$ cat config.mk
export PLATFORM = sky130hd
export DESIGN_NAME = binary_bcd_converter
export DESIGN_NICKNAME = d
export VERILOG_FILES = /design/src/rtl/binary_bcd_converter_pkg.sv /design/src/rtl/binary_bcd_converter_bcd_add3.sv /design/src/rtl/binary_bcd_converter.sv
export SDC_FILE = /design/constraint.sdc
export NUM_CORES = 1
export LEC_CHECK = 0
export ABC_AREA = 1
export BUFFER_PORTS_ARGS = -buffer_cell sky130_fd_sc_hd__buf_2
export CAP_MARGIN = 20
export CORE_AREA = 2 2 82 84
export CTS_CLUSTER_SIZE = 28
export DETAILED_ROUTE_END_ITERATION = 12
export DIE_AREA = 0 0 84 86
export PLACE_DENSITY = 0.79
export RECOVER_POWER = 100
export SYNTH_ARGS = -nofsm -noshare
export SYNTH_HDL_FRONTEND = slang
export SYNTH_SLANG_ARGS = --single-unit
$ cat constraint.sdc
create_clock -name Clk -period 1.72 [get_ports Clk]
set_clock_uncertainty 0.2 [all_clocks]
set_input_delay 0.258 -clock Clk [delete_from_list [all_inputs] [get_ports Clk]]
set_output_delay 0.258 -clock Clk [all_outputs]
set_load 0.02 [all_outputs]
$ cat src/rtl/binary_bcd_converter_pkg.sv
// Shared constants and types for the binary-to-BCD converter and the
// seven-segment display driver that consumes its packed digits.
package binary_bcd_converter_pkg;

  // Default binary input width (also the number of shift iterations).
  localparam int NBITS_DEFAULT = 16;

  // One BCD digit is a nibble.
  localparam int DIGIT_W = 4;

  // The accumulator carries five digits so that 65535 fits before the
  // overflow decision is made.
  localparam int ACC_DIGITS = 5;
  localparam int ACC_W      = DIGIT_W * ACC_DIGITS;

  // The display shows four digits.
  localparam int OUT_DIGITS = 4;
  localparam int OUT_W      = DIGIT_W * OUT_DIGITS;

  // Digit code the display driver renders as an unlit digit.
  localparam logic [DIGIT_W-1:0] BLANK_CODE = 4'hF;

  // Largest value that fits on four decimal digits.
  localparam int MAX_DISPLAY = 9999;

  // Converter control states.
  typedef enum logic [0:0] {
    IDLE  = 1'b0,
    SHIFT = 1'b1
  } state_t;

endpackage

$ cat src/rtl/binary_bcd_converter_bcd_add3.sv
// Single-digit correction for the shift-and-add-3 algorithm: a digit of 5
// or more gets +3 so that the following left shift carries into the next
// decimal digit. Only values 0..9 reach this block.
module bcd_add3
  import binary_bcd_converter_pkg::*;
(
  input  logic [DIGIT_W-1:0] din,
  output logic [DIGIT_W-1:0] dout
);

  // Conditional +3 on digits 5..9.
  always_comb begin
    dout = din;
    if (din >= 4'd5) begin
      dout = din + 4'd3;
    end
  end

endmodule

$ cat src/rtl/binary_bcd_converter.sv
// Sequential binary-to-BCD converter, one bit per clock. A 16-bit value is
// turned into four packed BCD digits (thousands first) for the display
// driver. Values above 9999 produce the blank code on every digit and raise
// Overflow. Bcd/Overflow only change on the Done edge so the display never
// sees a half-converted value.
module binary_bcd_converter
  import binary_bcd_converter_pkg::*;
#(
  parameter int                 NBITS = NBITS_DEFAULT,
  parameter logic [DIGIT_W-1:0] BLANK = BLANK_CODE
) (
  input  logic             Clk,
  input  logic             Rst,
  input  logic             Start,
  input  logic [NBITS-1:0] Number,
  output logic             Busy,
  output logic             Done,
  output logic [OUT_W-1:0] Bcd,
  output logic             Overflow
);

  localparam int             CNT_W    = $clog2(NBITS + 1);
  localparam logic [CNT_W-1:0] LAST_CNT = CNT_W'(NBITS - 1);
  localparam int             SH_W     = ACC_W + NBITS;

  state_t           state_reg, state_next;
  logic [NBITS-1:0] bin_reg,   bin_next;
  logic [ACC_W-1:0] acc_reg,   acc_next;
  logic [CNT_W-1:0] cnt_reg,   cnt_next;
  logic             busy_reg,  busy_next;
  logic             done_reg,  done_next;
  logic [OUT_W-1:0] bcd_reg,   bcd_next;
  logic             ovf_reg,   ovf_next;

  // Accumulator after the per-digit +3 correction, and the combined
  // {bcd,bin} register after this cycle's left shift.
  logic [ACC_W-1:0] acc_adj;
  logic [SH_W-1:0]  shifted;
  logic [DIGIT_W-1:0] ten_thousands;

  genvar gi;
  generate
    for (gi = 0; gi < ACC_DIGITS; gi++) begin : g_digit
      bcd_add3 u_add3 (
        .din  (acc_reg[gi*DIGIT_W +: DIGIT_W]),
        .dout (acc_adj[gi*DIGIT_W +: DIGIT_W])
      );
    end
  endgenerate

  assign shifted       = {acc_adj, bin_reg} << 1;
  assign ten_thousands = shifted[SH_W-1 -: DIGIT_W];

  // State, datapath and output registers; reset aborts any conversion.
  always_ff @(posedge Clk) begin
    if (Rst) begin
      state_reg <= IDLE;
      bin_reg   <= '0;
      acc_reg   <= '0;
      cnt_reg   <= '0;
      busy_reg  <= 1'b0;
      done_reg  <= 1'b0;
      bcd_reg   <= '0;
      ovf_reg   <= 1'b0;
    end else begin
      state_reg <= state_next;
      bin_reg   <= bin_next;
      acc_reg   <= acc_next;
      cnt_reg   <= cnt_next;
      busy_reg  <= busy_next;
      done_reg  <= done_next;
      bcd_reg   <= bcd_next;
      ovf_reg   <= ovf_next;
    end
  end

  // Next-state and datapath: accept in IDLE, shift NBITS times, then
  // publish the result together with a one-cycle Done.
  always_comb begin
    state_next = state_reg;
    bin_next   = bin_reg;
    acc_next   = acc_reg;
    cnt_next   = cnt_reg;
    busy_next  = busy_reg;
    done_next  = 1'b0;
    bcd_next   = bcd_reg;
    ovf_next   = ovf_reg;

    case (state_reg)
      IDLE: begin
        if (Start) begin
          bin_next   = Number;
          acc_next   = '0;
          cnt_next   = '0;
          busy_next  = 1'b1;
          state_next = SHIFT;
        end
      end

      SHIFT: begin
        bin_next = shifted[NBITS-1:0];
        acc_next = shifted[NBITS +: ACC_W];
        cnt_next = cnt_reg + 1'b1;
        if (cnt_reg == LAST_CNT) begin
          state_next = IDLE;
          busy_next  = 1'b0;
          done_next  = 1'b1;
          if (ten_thousands == '0) begin
            bcd_next = shifted[NBITS +: OUT_W];
            ovf_next = 1'b0;
          end else begin
            bcd_next = {OUT_DIGITS{BLANK}};
            ovf_next = 1'b1;
          end
        end
      end

      default: begin
        state_next = IDLE;
      end
    endcase
  end

  assign Busy     = busy_reg;
  assign Done     = done_reg;
  assign Bcd      = bcd_reg;
  assign Overflow = ovf_reg;

endmodule

==> out/results.ini <==
[layout]
layout-drive-gt1-share_pct=26.5
multi_input_area_um2=1770
nets=546
finalNonFillerCells=597
fin_util_pct=63.9
insertedDiodeCount=0
layout_commonest_cell=nand2_1
fillers=519
largest_register_ffs=20
mostFrequentLayoutCells=nand2_1 (113), inv_1 (58), dfxtp_1 (51)
area_delta_synth_final_pct=24.7
seqCellArea_um2=1240
final_area_um2=4010

[critical_path]
path_delay_family=simple AND/OR/NAND/NOR gates
path_buf_inv=2
crit_top_cell=nand2_2
path_depth=10
worst-r2r-cell-count=10
crit_required_ns=1.76
cp.arrival_ns=1.75
path_max_fanout=6
cp-end-kind=flip-flop
max_stage_delay_ns=0.35
r2r_start=acc_reg[13]
critPathLaunchType=flip-flop
criticalPathCategory=flip-flop to flip-flop
slowest_stage=dfxtp_1
rrSetupSlack_ns=0.01
r2r_end=Bcd[7]
crit_chain=inv_2 -> ha_1 -> nand2_2 -> nand2_1 -> nand3_2 -> nand2_2 -> nor2_4 -> nand3_2 -> nand2_2 -> inv_1

[clocking]
cts-htree-levels=3
clk_pin_slew_worst_paths_ns=0.07
worstSkewPairLatency_ns=0.34
cts_root_buf=clkbuf_8
ctsLongestPathBuffers=2
numCtsBuffers=9
cts_tree=yes
cts.sinks=61

[worst_hold_path]
hold_path_depth=5
worstHoldStart=Number[5]
min_path_type=input port to flip-flop
min_to=bin_reg[5]

[routing]
drt-vias-per-instance=5.21
drt-total-wl_mm=7.79
ant_nets=0
drtIter0Drc=116
vias=3109
wl_per_cell_um=13.0
drc_errors=0
firstDrtPassIters=4

[placed_design]
place_ws_ns=-0.0762
hpwlAfterDp_mm=4.90
gp_congestion=0.815
port_buffers=37
placed_area_um2=3530
dp.cells=573

[timing]
finalSetupViolations=0
relSlewSlack_pct=71.5
worst_slew_pin_slew_ns=0.427
max_freq_mhz=585
layout_min_cycle_time_ns=1.71
rsz0062_at_grt=yes
fin_crit_sh_pct=99.4
tns_ns=0
whs_ns=0.0258
slew_viol_final=0
final_hold_viol_count=0
fin_ws_ns=0.0107

[floorplanning]
start_util_pct=51.2
dieArea_um2=7220
num_rows=29
coreArea_um2=6280
die_height_um=86
ios=38
fp.dieW_um=84

[pwr]
power_density_nw_per_um2=814
total_power_mw=3.26
p_leak_nw=1.86
max-vdd-ir-drop_mv=0.464

[outcome]
status=finished clean

[global_route]
grt_pass1_wl_mm=12.9
grt_use_total_pct=22.1
grt_pass1_vias=2956
grt_overflow=0
grt_max_degree=32
antenna_found_initial=0

[synthesis]
yosysSeqAreaShare_pct=38.0
yosys.cell_types.count=35
synth.top_cell.area_share_pct=38.0
synth_nets=491
yosysWarnings=0
synth_area_leaders=dfxtp_1 (38%), nand2_1 (14%), inv_1 (7.5%)
netlist_area_um2=3220
syn_avg_cell_area_um2=6.99
ys_seq_elements=61
postSynthCellCount=460
synth.largest_area_cell=dfxtp_1

[run]
drv_cap=0

[layout make-up]
| class | instances | share of cell area (%) |
|---|---|---|
| flip-flops and latches | 61 | 30.9 |
| clock buffers | 10 | 3.43 |
| repair buffers | 62 | 9.80 |
| well taps | 77 | 2.40 |
| inverters | 70 | 6.68 |
| multi-input cells | 311 | 44.1 |
| clock inverters | 6 | 2.75 |
[power breakdown]
| group | internal, mW | total (mW) | switching (mW) |
|---|---|---|---|
| Clock | 0.999 | 1.59 | 0.594 |
| Sequential | 1.44 | 1.45 | 0.0166 |
| Combinational | 0.0847 | 0.215 | 0.130 |
| Total | 2.52 | 3.26 | 0.741 |
[per-layer routing]
layer / GRT usage, % / share of wire [%]
met4: 11.1 / 1.9
met1: 26.0 / 42
met3: 3.75 / 5.7
met2: 38.8 / 50
met5: 0 / 0
[cell usage after synthesis]
| master | number |
|---|---|
| inv_1 | 64 |
| dfxtp_1 | 61 |
| clkbuf_8 | 1 |
| nand2_1 | 121 |
| nand2_4 | 1 |
| buf_2 | 1 |
| inv_2 | 6 |
| clkbuf_4 | 1 |
| nand2_2 | 7 |
| nor2_4 | 2 |
| buf_6 | 3 |
| buf_1 | 1 |
| bufbuf_8 | 1 |
| o21ai_4 | 1 |
| o211ai_1 | 4 |
| or2_0 | 1 |
| a22oi_1 | 4 |
| a311oi_1 | 1 |
| a21oi_2 | 10 |
| nor2_2 | 1 |
| o21ai_0 | 19 |
| nand3_4 | 1 |
| nor2_1 | 43 |
| buf_4 | 5 |
| o21ai_1 | 9 |
| o221ai_1 | 1 |
| nand3_1 | 31 |
| ha_1 | 12 |
| nor2_8 | 1 |
| nor3_1 | 1 |
| nand4_1 | 5 |
| o21ai_2 | 1 |
| nand3_2 | 2 |
| clkbuf_1 | 6 |
| a21oi_1 | 31 |
[logic make-up (layout without fill, tap and decap cells)]
logic type	Yosys count	after routing	synth area share, %
compound gates	81	81	15.1
fa+ha+maj	12	12	4.67
buf+inv	89	148	12.6
flops	61	61	38.0
simple gates	217	218	29.7
[worst max-delay path by stage]
stage,to,slack [ns],start
after global placement,Bcd[11],-0.03,cnt_reg[1]
after global routing,Bcd[7],-0.08,acc_reg[13]
after CTS,Bcd[15],0.004,cnt_reg[0]
after floorplan,Bcd[10],0.08,cnt_reg[0]
after detailed placement,Bcd[10],-0.08,acc_reg[16]
final,Bcd[7],0.01,acc_reg[13]
[worst reg2reg max path: cells and delay by family, from the launching register on]
| family | cells | cell delay (ns) |
|---|---|---|
| buffers and inverters | 2 | 0.11 |
| flip-flops | 1 | 0.35 |
| AND/OR/NAND/NOR | 7 | 0.76 |
| adder cells (fa/ha/maj) | 1 | 0.20 |
[repair_timing]
item                       CTS  global route
buffers inserted             1             5
cloned                       1             0
hold buffers                 1             0
setup endpoints to repair   16            23
gates resized for setup     13            56
pin swaps                    5            15
hold endpoints to repair     1             0
(Power assumes the default switching activity.)
